===== src/rtl/count_pkg.sv =====
`default_nettype none
// ============================================================================
// Module      : count_pkg
// Description : Shared defaults, FSM encoding and seven-segment patterns
//               for the count BCD reader.
// Revision    : 1.0 - initial release
// ============================================================================
package count_pkg;

    localparam int c_BIN_W  = 13;
    localparam int c_DIGITS = 4;

    typedef enum logic [0:0] {
        ST_IDLE  = 1'b0,
        ST_SHIFT = 1'b1
    } state_t;

    // Active-low segments, bit order g..a
    localparam logic [6:0] c_SEG_0     = 7'b1000000;
    localparam logic [6:0] c_SEG_1     = 7'b1111001;
    localparam logic [6:0] c_SEG_2     = 7'b0100100;
    localparam logic [6:0] c_SEG_3     = 7'b0110000;
    localparam logic [6:0] c_SEG_4     = 7'b0011001;
    localparam logic [6:0] c_SEG_5     = 7'b0010010;
    localparam logic [6:0] c_SEG_6     = 7'b0000010;
    localparam logic [6:0] c_SEG_7     = 7'b1111000;
    localparam logic [6:0] c_SEG_8     = 7'b0000000;
    localparam logic [6:0] c_SEG_9     = 7'b0010000;
    localparam logic [6:0] c_SEG_BLANK = 7'b1111111;

endpackage : count_pkg
`default_nettype wire


===== src/rtl/bcd_to_sevenseg.sv =====
`default_nettype none
// ============================================================================
// Module      : bcd_to_sevenseg
// Description : Combinational BCD digit to active-low seven-segment decoder.
// Revision    : 1.0 - initial release
// ============================================================================
module bcd_to_sevenseg
    import count_pkg::*;
(
    input  logic [3:0] i_digit,
    output logic [6:0] o_seg
);

    always_comb begin
        o_seg = c_SEG_BLANK;
        case (i_digit)
            4'd0:    o_seg = c_SEG_0;
            4'd1:    o_seg = c_SEG_1;
            4'd2:    o_seg = c_SEG_2;
            4'd3:    o_seg = c_SEG_3;
            4'd4:    o_seg = c_SEG_4;
            4'd5:    o_seg = c_SEG_5;
            4'd6:    o_seg = c_SEG_6;
            4'd7:    o_seg = c_SEG_7;
            4'd8:    o_seg = c_SEG_8;
            4'd9:    o_seg = c_SEG_9;
            default: o_seg = c_SEG_BLANK;
        endcase
    end

endmodule : bcd_to_sevenseg
`default_nettype wire


===== src/rtl/count_bcd_reader.sv =====
`default_nettype none
// ============================================================================
// Module      : count_bcd_reader
// Description : Samples the event counter and converts it to BCD with a
//               bit-serial double-dabble engine. Optional segment outputs
//               are enabled by defining COUNT_BCD_SEVENSEG_EN.
// Revision    : 1.0 - initial release
// ============================================================================
module count_bcd_reader
    import count_pkg::*;
#(
    parameter int BIN_W  = c_BIN_W,
    parameter int DIGITS = c_DIGITS
) (
    input  logic                  clk,
    input  logic                  reset,
    input  logic                  start,
    input  logic [BIN_W-1:0]      bin_in,
    output logic                  busy,
    output logic                  valid,
`ifdef COUNT_BCD_SEVENSEG_EN
    output logic [4*DIGITS-1:0]   bcd_out,
    output logic [7*DIGITS-1:0]   hex_out
`else
    output logic [4*DIGITS-1:0]   bcd_out
`endif
);

    localparam int               c_CNT_W = $clog2(BIN_W + 1);
    localparam logic [c_CNT_W-1:0] c_LAST = c_CNT_W'(BIN_W - 1);

    state_t                r_state;
    logic [BIN_W-1:0]      r_bin;
    logic [4*DIGITS-1:0]   r_scratch;
    logic [c_CNT_W-1:0]    r_cnt;
    logic                  r_busy;
    logic                  r_valid;
    logic [4*DIGITS-1:0]   r_bcd;

    logic [4*DIGITS-1:0]   w_adj;
    logic [4*DIGITS-1:0]   w_next_scratch;
    logic [BIN_W-1:0]      w_next_bin;

    // Add-3 on every digit >= 5 before the shift; max 9+3 = 12 fits a nibble
    always_comb begin
        w_adj = r_scratch;
        for (int d = 0; d < DIGITS; d++) begin
            if (r_scratch[4*d +: 4] >= 4'd5) begin
                w_adj[4*d +: 4] = r_scratch[4*d +: 4] + 4'd3;
            end
        end
    end

    assign w_next_scratch = {w_adj[4*DIGITS-2:0], r_bin[BIN_W-1]};
    assign w_next_bin     = {r_bin[BIN_W-2:0], 1'b0};

`ifdef COUNT_BCD_SEVENSEG_EN
    logic [7*DIGITS-1:0] w_hex;
    logic [7*DIGITS-1:0] r_hex;

    for (genvar g = 0; g < DIGITS; g++) begin : g_seg
        bcd_to_sevenseg u_dec (
            .i_digit (w_next_scratch[4*g +: 4]),
            .o_seg   (w_hex[7*g +: 7])
        );
    end

    always_ff @(posedge clk or posedge reset) begin
        if (reset) begin
            r_hex <= {DIGITS{c_SEG_0}};
        end else if (r_state == ST_SHIFT && r_cnt == c_LAST) begin
            r_hex <= w_hex;
        end
    end

    assign hex_out = r_hex;
`endif

    always_ff @(posedge clk or posedge reset) begin
        if (reset) begin
            r_state   <= ST_IDLE;
            r_bin     <= '0;
            r_scratch <= '0;
            r_cnt     <= '0;
            r_busy    <= 1'b0;
            r_valid   <= 1'b0;
            r_bcd     <= '0;
        end else begin
            r_valid <= 1'b0;
            case (r_state)
                ST_IDLE: begin
                    if (start) begin
                        r_bin     <= bin_in;
                        r_scratch <= '0;
                        r_cnt     <= '0;
                        r_busy    <= 1'b1;
                        r_state   <= ST_SHIFT;
                    end
                end
                ST_SHIFT: begin
                    r_bin     <= w_next_bin;
                    r_scratch <= w_next_scratch;
                    r_cnt     <= r_cnt + c_CNT_W'(1);
                    if (r_cnt == c_LAST) begin
                        r_bcd   <= w_next_scratch;
                        r_valid <= 1'b1;
                        r_busy  <= 1'b0;
                        r_state <= ST_IDLE;
                    end
                end
                default: begin
                    r_busy  <= 1'b0;
                    r_state <= ST_IDLE;
                end
            endcase
        end
    end

    assign busy    = r_busy;
    assign valid   = r_valid;
    assign bcd_out = r_bcd;

endmodule : count_bcd_reader
`default_nettype wire

===== config.mk =====
export PLATFORM = sky130hd
export DESIGN_NAME = count_bcd_reader
export DESIGN_NICKNAME = d
export VERILOG_FILES = /design/src/rtl/count_pkg.sv /design/src/rtl/bcd_to_sevenseg.sv /design/src/rtl/count_bcd_reader.sv
export SDC_FILE = /design/constraint.sdc
export NUM_CORES = 1
export LEC_CHECK = 0
export ABC_AREA = 1
export CAP_MARGIN = 20
export CELL_PAD_IN_SITES_DETAIL_PLACEMENT = 1
export CELL_PAD_IN_SITES_GLOBAL_PLACEMENT = 1
export CORE_ASPECT_RATIO = 1.5
export CORE_MARGIN = 10
export CORE_UTILIZATION = 38
export CTS_BUF_LIST = sky130_fd_sc_hd__clkbuf_4
export CTS_CLUSTER_SIZE = 40
export DETAILED_ROUTE_END_ITERATION = 8
export PLACE_DENSITY_LB_ADDON = 0.3
export SLEW_MARGIN = 10
export SYNTH_ARGS = -nofsm -noshare
export SYNTH_HDL_FRONTEND = slang
export SYNTH_SLANG_ARGS = --single-unit

===== constraint.sdc =====
create_clock -name clk -period 1.6 [get_ports clk]
set_input_delay 0.4 -clock clk [delete_from_list [all_inputs] [get_ports clk]]
set_output_delay 0.4 -clock clk [all_outputs]
set_load 0.02 [all_outputs]

==> reports/qor.yml, run 1 <==
outcome: "complete, no violations"
synth_common_cells: "114 x nand2_1, 52 x dfrtp_1, 42 x nand3_1"
final_net_count: 358
drc: 0
ctsLongestPathBuffers: 2
final_util_pct: 47.22
dr.pass1.iters: 4
num_rows: 35
synth_top_area_share_pct: 52.98
insertion_delay_ns: 0.38
place_congestion: 0.7652
drtIter0Drc: 78
use_met2_pct: 24.34
viasPerCell: 5.098
grt.busiest_layer: "met2"
synth_fp_nets: 319
vias: 2075
cts_num_sinks: 52
p_int_mw: 3.092
synth_seq_cells: 52
cp-startpoint: "bcd_out[1]"
p_seq_share_pct: 40.8
grt_overflow_total: 0
end_kind: "output pin"
ios: 34
grt.total_usage_pct: 12.79
cp.required_ns: 1.20
setup_viol: 0
grt_max_degree: 36
relSlewSlack_pct: 75.94
syn_avg_cell_area_um2: 8.383
die_y_um: 118.5
synthTopCellsByArea: "dfrtp_1 53%, nand2_1 17%, nand3_1 8.6%"
power_leakage_nw: 1.525
antenna_found_initial: 0
syn_area_um2: 2456
wl_mm: 6.012
power_frac_comb_pct: 48.5
tritoncts: "yes"
swShare_pct: 45.10
core_um2: 6218
critical_path_class: "reg -> out"
clkPwrFrac_pct: 10.7
rsz0062_at_grt: "false"
seq_area_frac_synth_pct: 52.98
synth_cells: 293
buffer_ports.inserted: 33
hp-class: "in -> async"
area_delta_synth_final_pct: 19.56
dp_hpwl_mm: 4.707
synth_edf_count: 0
finalCritPeriodShare_pct: 93.94
finalMaxSlewViolations: 0
start_util_pct: 39.50
synthArstFlopShare_pct: 100.0
cp_slowest_cell: "dfrtp_1"
met1_usage_pct: 13.14
ff2ff_path_depth: 8
wl_per_cell_um: 14.77
worst_hold_slack_ns: 0.2971
fin_setup_tns_ns: 0
period_needed_ns: 1.503
antennaDiodeCount: 0
grt_pass1_vias: 2395
synth_top_cell_by_area: "dfrtp_1"
synth-warning-count: 0
drive_above_1_share_pct: 7.207
grt_pass1_wl_mm: 10.87
p_sw_mw: 2.540
worstReg2RegStart: "r_scratch[4]"
hold_viol_final: 0
crit_buf_inv: 1
skew_ns: 0.01322
path_delay_family: "flip-flops"
root_buffer: "clkbuf_4"
power_density_nw_per_um2: 1918
fmax_ghz: 0.6653
placed_cells: 399
ff2ff_setup_slack_ns: 0.22
use_met3_pct: 2.543
synth-main-ff-cell: "dfrtp_1"
crit_arrival_ns: 1.10
dieArea_um2: 10150
cts.clk_slew.worst_paths_ns: 0.14
synth_cell_types: 22
worstPathCellList: "dlygate4sd2_1"
drv_cap: 0
cts_buffers: 5
synth.most_common_cell: "nand2_1"
max_stage_delay_ns: 0.41
ant_nets: 0
htree_levels: 2
peakVddDrop_mv: 0.7271
fin_cells: 407
critPathMaxFanout: 2
startpoint_type: "flip-flop"
timing.rr.end: "bcd_out[6]"
worst_slew_pin_slew_ns: 0.3572
die_w_um: 85.64
layer usage:
layer  wire [um]  up-vias  part of all wire (%)
li1            -     1022                     -
met1        2482     1016                    41
met2        3261       30                    54
met3         182        7                   3.0
met4          87        0                   1.4
met5           0        -                     0
power by group through the flow:
stage	logic [mW]	registers, mW	clock network, mW
floorplan	1.74	2.46	0
global placement	2.80	2.31	0
detailed placement	2.94	2.34	0
CTS	2.81	2.31	0.633
global route	3.18	2.39	0.693
finish	2.73	2.30	0.605
cell families after synthesis:
kind of cell | count (synthesis) | synth area share (%)
AOI/OAI and AO/OA | 23 | 5.196
xor gates and xnor gates | 1 | 0.3567
adders and majority gates | 10 | 5.094
buffers and inverters | 34 | 6.113
DFF | 52 | 52.98
and+or+nand+nor | 173 | 30.26
how the worst max path moves through the flow:
stage,end,cells after the start
finish,bcd_out[1],1
global route,bcd_out[12],1
CTS,bcd_out[15],1
detailed placement,r_bin[10],5
global placement,r_bin[12],5
floorplan,r_scratch[10],8
sequential cells by signal, indices dropped and copies added (netlist names):
signal / cells
bcd_out: 16
r_scratch: 16
r_bin: 13
r_cnt: 4
busy: 1
r_state: 1
valid: 1
repair_timing:
| action | CTS | global route |
|---|---|---|
| setup endpoints to repair | 18 | 1 |
| cloned | 0 | 0 |
| pin swaps | 0 | 0 |
| hold buffers | 0 | 0 |
| gates resized for setup | 18 | 1 |
| setup buffers | 0 | 0 |
per-stage QoR:
stage          cell area [um2]  setup WS (ns)  total power [mW]
2_1_floorplan             2460         0.4185             4.194
3_3_place_gp              2902         0.1106             5.112
3_5_place_dp              2902        0.06884             5.277
4_1_cts                   2935        0.06592             5.750
5_1_grt                   2937        0.03178             6.264
6_report                  2937        0.09701             5.631
cells in the final DEF, fill, tap and decap left out, types with 7 or more instances in the layout:
cell type and n:
o21ai_0 12, clkbuf_4 7, inv_1 19, nand4_1 8
nor2_1 7, dfrtp_1 51, buf_4 7, nand2_1 114
nand3_1 42, dlygate4sd2_1 18, clkdlybuf4s50_1 15, ha_1 10
area by class of cell:
cell class / count / area [um2]
multi-input combinational: 207 / 1005
clock inverter: 1 / 3.754
timing repair buffer: 41 / 380.4
tap: 74 / 92.59
inverter: 25 / 100.1
fill: 767 / 3282
clock buffer: 7 / 52.55
sequential: 52 / 1303
Note: power is estimated with default switching activity, not from simulation.
==> run 2, diff against run 1 <==
--- a/config.mk
+++ b/config.mk
@@ -13,7 +13,7 @@
 export CORE_MARGIN = 10
 export CORE_UTILIZATION = 38
 export CTS_BUF_LIST = sky130_fd_sc_hd__clkbuf_4
-export CTS_CLUSTER_SIZE = 40
+export CTS_CLUSTER_SIZE = 25
 export DETAILED_ROUTE_END_ITERATION = 8
 export PLACE_DENSITY_LB_ADDON = 0.3
 export SLEW_MARGIN = 10
==> results of run 2 <==
No change in the layout: final DEF, timing and power equal those of run 1.
